File: src/rtl/cmos_pixel_capture.sv
// cmos_pixel_capture: DVP byte stream to RGB565 pixel FIFO writer with frame gating and error reporting
module cmos_pixel_capture #(
    parameter int WAIT_FRAMES = 10,
    parameter int H_PIXEL     = 800
) (
    input  logic        clk,
    input  logic        rst,
    input  logic        enable,
    input  logic        cam_vsync,
    input  logic        cam_href,
    input  logic [7:0]  cam_data,
    input  logic        fifo_full,
    output logic        fifo_clr,
    output logic        pix_wr_en,
    output logic [15:0] pix_wr_data,
    output logic        frame_valid,
    output logic        line_err,
    output logic [15:0] ovf_cnt
);
    localparam logic [1:0]  S_WAIT = 2'd0;
    localparam logic [1:0]  S_ARM  = 2'd1;
    localparam logic [1:0]  S_CAP  = 2'd2;
    localparam logic [11:0] LINE_BYTES = 12'(2 * H_PIXEL);
    logic        vs_d1, vs_d2, hs_d1, hs_d2;
    logic [7:0]  data_d1, hi;
    logic [1:0]  state;
    logic [7:0]  fcnt;
    logic        phase, trk;
    logic [11:0] bcnt;
    logic        vs_rise, hs_fall, cap, pix;
    assign vs_rise = vs_d1 & ~vs_d2;
    assign hs_fall = ~hs_d1 & hs_d2;
    assign cap     = (state == S_CAP) && !vs_rise;
    assign pix     = cap && hs_d1 && phase;
    // register the camera bus once and keep a second tap for edge detection
    always_ff @(posedge clk) begin
        if (rst) begin
            vs_d1   <= 1'b0;
            vs_d2   <= 1'b0;
            hs_d1   <= 1'b0;
            hs_d2   <= 1'b0;
            data_d1 <= 8'd0;
        end else begin
            vs_d1   <= cam_vsync;
            vs_d2   <= vs_d1;
            hs_d1   <= cam_href;
            hs_d2   <= hs_d1;
            data_d1 <= cam_data;
        end
    end
    // frame gating: settle, arm, then capture whole frames decided at each frame start
    always_ff @(posedge clk) begin
        if (rst) begin
            state       <= S_WAIT;
            fcnt        <= 8'd0;
            frame_valid <= 1'b0;
            fifo_clr    <= 1'b0;
        end else begin
            fifo_clr <= 1'b0;
            if (state == S_WAIT) begin
                if (WAIT_FRAMES == 0) begin
                    state       <= S_ARM;
                    frame_valid <= 1'b1;
                end else if (vs_rise) begin
                    fcnt <= fcnt + 8'd1;
                    if (fcnt + 8'd1 == 8'(WAIT_FRAMES)) begin
                        state       <= S_ARM;
                        frame_valid <= 1'b1;
                    end
                end
            end else if (vs_rise) begin
                fifo_clr <= enable;
                state    <= enable ? S_CAP : S_ARM;
            end
        end
    end
    // pair bytes into pixels and either write them or count them as dropped
    always_ff @(posedge clk) begin
        if (rst) begin
            phase       <= 1'b0;
            hi          <= 8'd0;
            pix_wr_en   <= 1'b0;
            pix_wr_data <= 16'd0;
            ovf_cnt     <= 16'd0;
        end else begin
            pix_wr_en <= pix && !fifo_full;
            if (pix && !fifo_full)
                pix_wr_data <= {hi, data_d1};
            if (pix && fifo_full && ovf_cnt != 16'hFFFF)
                ovf_cnt <= ovf_cnt + 16'd1;
            if (cap && hs_d1 && !phase)
                hi <= data_d1;
            phase <= cap && hs_d1 && !phase;
        end
    end
    // count bytes per line; trk guards against judging a line that began before capture
    always_ff @(posedge clk) begin
        if (rst) begin
            bcnt     <= 12'd0;
            trk      <= 1'b0;
            line_err <= 1'b0;
        end else if (vs_rise) begin
            bcnt <= 12'd0;
            trk  <= ~hs_d1;
        end else if (state != S_CAP) begin
            bcnt <= 12'd0;
            trk  <= 1'b0;
        end else begin
            if (hs_fall) begin
                bcnt <= 12'd0;
                if (trk && bcnt != LINE_BYTES)
                    line_err <= 1'b1;
            end else if (hs_d1) begin
                bcnt <= bcnt + 12'd1;
            end
            trk <= trk | ~hs_d1;
        end
    end
endmodule

File: config.mk
export PLATFORM = sky130hd
export DESIGN_NAME = cmos_pixel_capture
export DESIGN_NICKNAME = d
export VERILOG_FILES = /design/src/rtl/cmos_pixel_capture.sv
export SDC_FILE = /design/constraint.sdc
export NUM_CORES = 1
export LEC_CHECK = 0
export BUFFER_PORTS_ARGS = -buffer_cell sky130_fd_sc_hd__buf_2
export CAP_MARGIN = 20
export CELL_PAD_IN_SITES_DETAIL_PLACEMENT = 1
export CELL_PAD_IN_SITES_GLOBAL_PLACEMENT = 1
export CORE_MARGIN = 3
export CORE_UTILIZATION = 46
export DETAILED_ROUTE_END_ITERATION = 8
export GPL_ROUTABILITY_DRIVEN = 0
export GPL_TIMING_DRIVEN = 0
export HOLD_SLACK_MARGIN = 0.02
export PLACE_DENSITY_LB_ADDON = 0.1
export SLEW_MARGIN = 20
export SYNTH_ARGS = -nofsm -noshare
export SYNTH_HDL_FRONTEND = slang
export SYNTH_SLANG_ARGS = --single-unit
File: constraint.sdc
create_clock -name clk -period 3.2 [get_ports clk]
set_input_delay 0.32 -clock clk [delete_from_list [all_inputs] [get_ports clk]]
set_output_delay 0.32 -clock clk [all_outputs]
set_load 0.02 [all_outputs]
==> impl_metrics.tcl, run 1 <==
set metrics [dict create \
    ant_nets 0 \
    htreeDepth 3 \
    yosysMostFrequentCell "dfxtp_1" \
    finalCritPeriodShare 0.6671 \
    cp_cell_sequence "ha_1 -> nor4b_1 -> a31oi_1 -> a2111oi_0 -> or2_2" \
    r2r_start "fcnt[0]" \
    crit_path_max_fanout 7 \
    area_growth_pct 17.94 \
    cts_root_buf "clkbuf_8" \
    synth_mux_area_frac 0.08176 \
    final_layout_size_suffix_gt1_frac 0.1932 \
    ys_types 44 \
    wire_per_inst_um 14.67 \
    cp_slowest_cell "a2111oi_0" \
    num-fill-cells 842 \
    yosys.area_share.simple 0.2574 \
    netlist_area_um2 3306 \
    drc 0 \
    critical_path.endpoint "state[0]" \
    synth-edff-count 0 \
    gr-usage-all-layers 0.1913 \
    via_count 2592 \
    firstDrtPassIters 4 \
    power.switching_uw 424.9 \
    cp.depth 5 \
    max_stage_delay_ns 0.79 \
    r2r-end "state[0]" \
    worst_setup_path_end_kind "flip-flop" \
    path_clk_slew_ns 0.08 \
    seq_area_um2 1602 \
    core_area_um2 6869 \
    routed_wl_um 7407 \
    cp_data_arrival_time_ns 2.43 \
    setup_viol_count_final 0 \
    die_h_um 90.77 \
    first_iter_violations 81 \
    relSlewSlack 0.3992 \
    cts_tree "yes" \
    path_buf_inv 0 \
    status "finished clean" \
    die_x_um 90.77 \
    power_density_nw_per_um2 486.7 \
    internal-power_mw 1.473 \
    r2r_slack_ns 1.07 \
    max_freq_mhz 468.5 \
    synthFlopType "dfxtp_1" \
    p_comb_frac 0.028 \
    nNetsFinal 423 \
    synthAdderAreaFrac 0.01893 \
    ys_ff_latch 80 \
    insertion_delay_ns 0.35 \
    cp-startpoint "fcnt[0]" \
    io_buffers 49 \
    fp.dieArea_um2 8239 \
    ys_seq_area_frac 0.4845 \
    rows 30 \
    ff2ff_path_depth 5 \
    synth_top_area_share 0.4845 \
    ios 50 \
    startpoint_type "flip-flop" \
    power.clock.fraction 0.438 \
    cts.path.max_buffers 2 \
    syn_inst 344 \
    grt_pass1_vias 2621 \
    critical_path.top_delay_family "compound AO/OA/AOI/OAI gates" \
    synth_compound_area_frac 0.04428 \
    critPathRequiredTime_ns 3.49 \
    grt_pass1_wl_um 12660 \
    skew_ns 0.01193 \
    hold_slack_ns 0.1675 \
    post_cts.repair.setup_buffers 0 \
    hold_class "in -> reg" \
    crit_type "reg -> reg" \
    vdd_drop_max_v 0.0002460 \
    cts_resized 0 \
    synth_commonest_cells "dfxtp_1 (80), nor2_1 (67), mux2i_1 (27)" \
    yosys_warnings 0 \
    postCtsHoldBufs 0 \
    worstHoldStart "rst" \
    cts_made_buffers 9 \
    start_util 0.4812 \
    grt_start_max_net_pins 16 \
    finalSetupTns_ns 0 \
    min_period_ns 2.135 \
    maxSlewViolCount 0 \
    overflow 0 \
    hold_viol 0 \
    drv_cap 0 \
    dp.cells 489 \
    clkSinkCount 80 \
    via_per_inst 5.133 \
    async_flop_share 0 \
    synth_top_cell_by_area "dfxtp_1" \
    hpwl_um 5408 \
    antenna_cells 0 \
    p_leak_nw 1.663 \
    multi_input_area_um2 1610 \
    rsz0062_at_grt "false" \
    synth_xor_area_frac 0.08478 \
    swShare 0.2239 \
    p_seq_frac 0.534 \
    synth_top_family_by_area "simple AND/OR/NAND/NOR gates" \
    finalNonFillerCells 505 \
    synth_nets 363 \
    syn_area_per_cell_um2 9.610 \
    synth_area_leaders "dfxtp_1 (48%), mux2i_1 (8.2%), nor2_1 (7.6%)" \
    worstMarginPinSlew_ns 0.8785 \
    antenna_found_initial 0 \
]
sequential cells by signal (all words and copies together) (netlist names), 2 cells and up:
register	count
hi	8
pix_wr_data	16
bcnt	12
fcnt	8
ovf_cnt	16
data_d1	8
state	2
cell type report:
| cell class | instances | area share |
|---|---|---|
| repair buffers | 49 | 0.06290 |
| flip-flops and latches | 80 | 0.4108 |
| well taps | 96 | 0.03081 |
| clock inverters | 7 | 0.02664 |
| inverters | 6 | 0.005777 |
| multi-input cells | 243 | 0.4130 |
| clock buffers | 9 | 0.03177 |
| plain buffers | 15 | 0.01829 |
per-stage QoR:
step	setup slack (ns)	area, um2	total power, mW	util
after floorplan	1.466	3306	1.066	-
after global placement	1.210	3671	1.087	0.5344
after detailed placement	1.109	3671	1.090	0.5344
after CTS	1.079	3899	1.917	0.5676
after global routing	0.9615	3899	1.980	0.5676
final	1.065	3899	1.897	0.5676
placed cells by master (no fill, tap or decap), types with 4 or more instances in the layout:
cell type,synthesis,final
a211oi_1,5,5
a21oi_1,7,7
and2_1,4,4
and3_1,8,8
and4_1,4,4
buf_2,3,52
clkbuf_1,10,10
clkbuf_8,0,9
clkinv_4,0,4
dfxtp_1,80,80
ha_1,5,5
inv_1,6,6
mux2i_1,27,27
nand2_1,16,16
nand3_1,8,8
nand4_1,11,11
nor2_1,67,67
nor2b_1,14,14
o21ai_0,4,4
xnor2_1,13,13
xor2_1,19,19
power by group through the flow:
| stage | clock network [mW] | logic, mW | registers [mW] |
|---|---|---|---|
| 6_report | 0.831 | 0.0530 | 1.01 |
| 5_1_grt | 0.905 | 0.0592 | 1.02 |
| 4_1_cts | 0.849 | 0.0537 | 1.01 |
| 3_5_place_dp | 0 | 0.0528 | 1.04 |
| 3_3_place_gp | 0 | 0.0504 | 1.04 |
| 2_1_floorplan | 0 | 0.0317 | 1.03 |
worst min-delay path by stage:
| stage | slack [ns] | end | cells after the start |
|---|---|---|---|
| final | 0.17 | vs_d2 | 2 |
| after global routing | 0.16 | vs_d2 | 2 |
| after CTS | 0.15 | vs_d2 | 2 |
| after detailed placement | 0.44 | frame_valid | 1 |
| after global placement | 0.43 | frame_valid | 1 |
| after floorplan | 0.40 | vs_d2 | 1 |
per-layer routing:
metal	up-vias	GRT usage	part of all wire
li1	1289	-	-
met1	1262	0.2362	0.47
met2	31	0.3267	0.49
met3	10	0.03583	0.025
met4	0	0.07915	0.016
met5	-	0	0
cells by family (layout without fill, tap and decap cells):
group | after synthesis | count (layout)
buf+inv | 21 | 86
flops | 80 | 80
fa+ha+maj | 5 | 5
compound gates | 23 | 23
simple gates | 156 | 156
xor+xnor | 32 | 32
mux | 27 | 27
Power figures use the tool's default switching activity.
==> inputs of run 2 (changes only) <==
--- a/config.mk
+++ b/config.mk
@@ -5,12 +5,13 @@
 export SDC_FILE = /design/constraint.sdc
 export NUM_CORES = 1
 export LEC_CHECK = 0
+export ABC_AREA = 1
 export BUFFER_PORTS_ARGS = -buffer_cell sky130_fd_sc_hd__buf_2
 export CAP_MARGIN = 20
 export CELL_PAD_IN_SITES_DETAIL_PLACEMENT = 1
 export CELL_PAD_IN_SITES_GLOBAL_PLACEMENT = 1
 export CORE_MARGIN = 3
-export CORE_UTILIZATION = 46
+export CORE_UTILIZATION = 37
 export DETAILED_ROUTE_END_ITERATION = 8
 export GPL_ROUTABILITY_DRIVEN = 0
 export GPL_TIMING_DRIVEN = 0
==> constraint.sdc (replaced) <==
create_clock -name clk -period 1.8 [get_ports clk]
set_input_delay 0.18 -clock clk [delete_from_list [all_inputs] [get_ports clk]]
set_output_delay 0.18 -clock clk [all_outputs]
set_load 0.02 [all_outputs]
==> run 2 against run 1 <==
- sequential power up 79%
- clock power up 88%
- wire length up 13%
- power up 85%
- critical path depth up 4
- synthesized cell count up 33%
- hold slack worse by 0.13 ns
==> impl_metrics.tcl, run 2 <==
set metrics [dict create \
    status "finished clean" \
    cts_root_buf "clkbuf_8" \
    final_layout_size_suffix_gt1_frac 0.1943 \
    routed_wl_um 8362 \
    internal-power_mw 2.662 \
    synth_commonest_cells "nor2_1 (95), dfxtp_1 (80), nand2_1 (63)" \
    min_period_ns 1.621 \
    via_count 3057 \
    insertion_delay_ns 0.36 \
    io_buffers 49 \
    crit_path_max_fanout 10 \
    drv_cap 0 \
    yosysMostFrequentCell "nor2_1" \
    p_total_mw 3.513 \
    critPathRequiredTime_ns 2.02 \
    yosys_warnings 0 \
    syn_inst 459 \
    die_x_um 102.6 \
    fin_area_um2 4154 \
    firstDrtPassIters 4 \
    startpoint_type "flip-flop" \
    htreeDepth 3 \
    r2r-end "ovf_cnt[13]" \
    hold_class "in -> reg" \
    p_leak_nw 1.803 \
    first_iter_violations 42 \
    synthFlopType "dfxtp_1" \
    syn_area_per_cell_um2 7.526 \
    ys_ff_latch 80 \
    path_clk_slew_ns 0.10 \
    power.clock.fraction 0.443 \
    max_freq_mhz 616.8 \
    max_stage_delay_ns 0.39 \
    async_flop_share 0 \
    rows 34 \
    mostFrequentLayoutCells "nor2_1 (93), dfxtp_1 (78), nand2_1 (63)" \
    cp_cell_sequence "ha_2 -> nand3_2 -> nor2_4 -> nand3_2 -> nand2_4 -> inv_4 -> buf_6 -> nand2_1 -> a21oi_2" \
    gr-usage-all-layers 0.1727 \
    finalCritPeriodShare 0.9007 \
    ys_seq_area_frac 0.4636 \
    reg_top3 "ovf_cnt (16), pix_wr_data (16), bcnt (12)" \
    synth-edff-count 0 \
    synth_area_leaders "dfxtp_1 (46%), nor2_1 (10%), nand2_1 (6.8%)" \
    worstMarginPinSlew_ns 0.7006 \
    synth_top_area_share 0.4636 \
    synth_nets 478 \
    cts_made_buffers 9 \
    overflow 0 \
    worst_setup_path_end_kind "flip-flop" \
    vdd_drop_max_v 0.0004071 \
    wire_per_inst_um 13.11 \
    layout_commonest_cell "nor2_1" \
    p_comb_frac 0.041 \
    grt_pass1_wl_um 14430 \
    cp_data_arrival_time_ns 1.84 \
    power_density_nw_per_um2 845.8 \
    clkSinkCount 80 \
    power.switching_uw 851.2 \
    relSlewSlack 0.5329 \
    path_common_cell "nand3_2" \
    crit_type "reg -> reg" \
    skew_ns 0.01233 \
    grt_pass1_vias 3090 \
    grt_start_max_net_pins 17 \
    antenna_found_initial 0 \
    via_per_inst 4.792 \
    rsz0062_at_grt "false" \
    netlist_area_um2 3455 \
    swShare 0.2423 \
    fp.dieArea_um2 10530 \
    ff2ff_path_depth 9 \
    setup_viol_count_final 0 \
    holdPathEnd "data_d1[7]" \
    cp_slowest_cell "dfxtp_2" \
    worstHoldStart "cam_data[7]" \
    min_delay_path_depth 3 \
    place_area_um2 3835 \
    core_area_um2 8891 \
    ys_types 38 \
    antenna_cells 0 \
    nNetsFinal 544 \
    ant_nets 0 \
    area_growth_pct 20.25 \
    place_ws_ns -0.06246 \
    hold_viol 0 \
    r2r_slack_ns 0.18 \
    setup_ws_ns 0.1787 \
    die_h_um 102.6 \
    cts_tree "yes" \
    drc 0 \
    num-fill-cells 1134 \
    synth_top_cell_by_area "dfxtp_1" \
    ios 50 \
    post_cts.repair.setup_buffers 0 \
    p_seq_frac 0.516 \
    r2r_start "ovf_cnt[0]" \
    maxSlewViolCount 0 \
    start_util 0.3885 \
    cts.path.max_buffers 2 \
    hpwl_um 6228 \
]
-- run 2: changes by cell type after synthesis, sizes merged, moves of 9 or more --
cell | previous run | this run
nand3 | 8 | 27
a21oi | 7 | 27
xor2 | 19 | 7
inv | 6 | 59
o21ai | 5 | 37
nor2 | 67 | 104
nor2b | 15 | 0
xnor2 | 13 | 4
nand2 | 16 | 65
mux2i | 27 | 0
-- run 2: logic make-up (layout without fill, tap and decap cells) --
kind of cell               after synthesis  after routing  share of synthesized area
xor gates and xnor gates                11             11                    0.02789
adders and majority gates                5              5                    0.01811
AOI/OAI and AO/OA                       71             71                     0.1130
DFF                                     80             80                     0.4636
and+or+nand+nor                        219            219                     0.2908
buffers and inverters                   73            144                    0.08656
-- run 2: what timing repair did --
| action | in CTS | in global routing |
|---|---|---|
| endpoints found under the hold margin | 6 | 0 |
| setup endpoints to repair | 1 | 15 |
| gates resized for setup | 1 | 7 |
| hold buffers | 6 | 0 |
-- run 2: routing by layer --
layer  GRT usage  up-vias  wire, um
li1            -     1584         -
met1      0.2220     1420      4013
met2      0.2890       42      3991
met3     0.03857       11       236
met4     0.05348        0       121
met5           0        -         0
-- run 2: critical path: cells and delay by family (launching register included) --
kind / cells / cell delay, ns
AO/OA/AOI/OAI: 1 / 0.05
flip-flops: 1 / 0.39
AND/OR/NAND/NOR: 5 / 0.62
adder cells (fa/ha/maj): 1 / 0.23
buffers and inverters: 2 / 0.20
-- run 2: worst max path at each step --
stage          startpoint           to  slack (ns)  cells past startpoint
2_1_floorplan  ovf_cnt[0]  ovf_cnt[11]        0.16                      9
3_3_place_gp   ovf_cnt[0]  ovf_cnt[12]      -0.008                      8
3_5_place_dp   ovf_cnt[0]  ovf_cnt[12]       -0.06                      8
4_1_cts        ovf_cnt[0]  ovf_cnt[13]       0.001                      9
5_1_grt        ovf_cnt[0]  ovf_cnt[12]        0.03                      8
6_report       ovf_cnt[0]  ovf_cnt[13]        0.18                      9
-- run 2: layout make-up --
cell class	instances	area (um2)	area share
Inverter	59	224.0	0.05392
Sequential cell	80	1604	0.3861
Buffer	14	75.07	0.01807
Multi-Input combinational cell	306	1578	0.3798
Clock inverter	7	108.9	0.02620
Timing Repair Buffer	55	305.3	0.07349
Clock buffer	9	123.9	0.02982
Tap cell	108	135.1	0.03253
-- run 2: power by group through the flow --
stage          Clock [mW]  Combinational (mW)  Sequential, mW
2_1_floorplan           0              0.0889            1.85
3_3_place_gp            0               0.131            1.86
3_5_place_dp            0               0.136            1.86
4_1_cts              1.61               0.146            1.81
5_1_grt              1.70               0.166            1.82
6_report             1.56               0.142            1.81
-- run 2: metrics by stage --
stage                 util  hold WS [ns]    TNS, ns  cells
global placement    0.4313        0.3821  -0.008184    616
detailed placement  0.4313        0.3915   -0.07170    616
global route        0.4672       0.02488          0    638
floorplan                -        0.2870          0    459
CTS                 0.4648       0.02115          0    638
finish              0.4672       0.03258          0    638
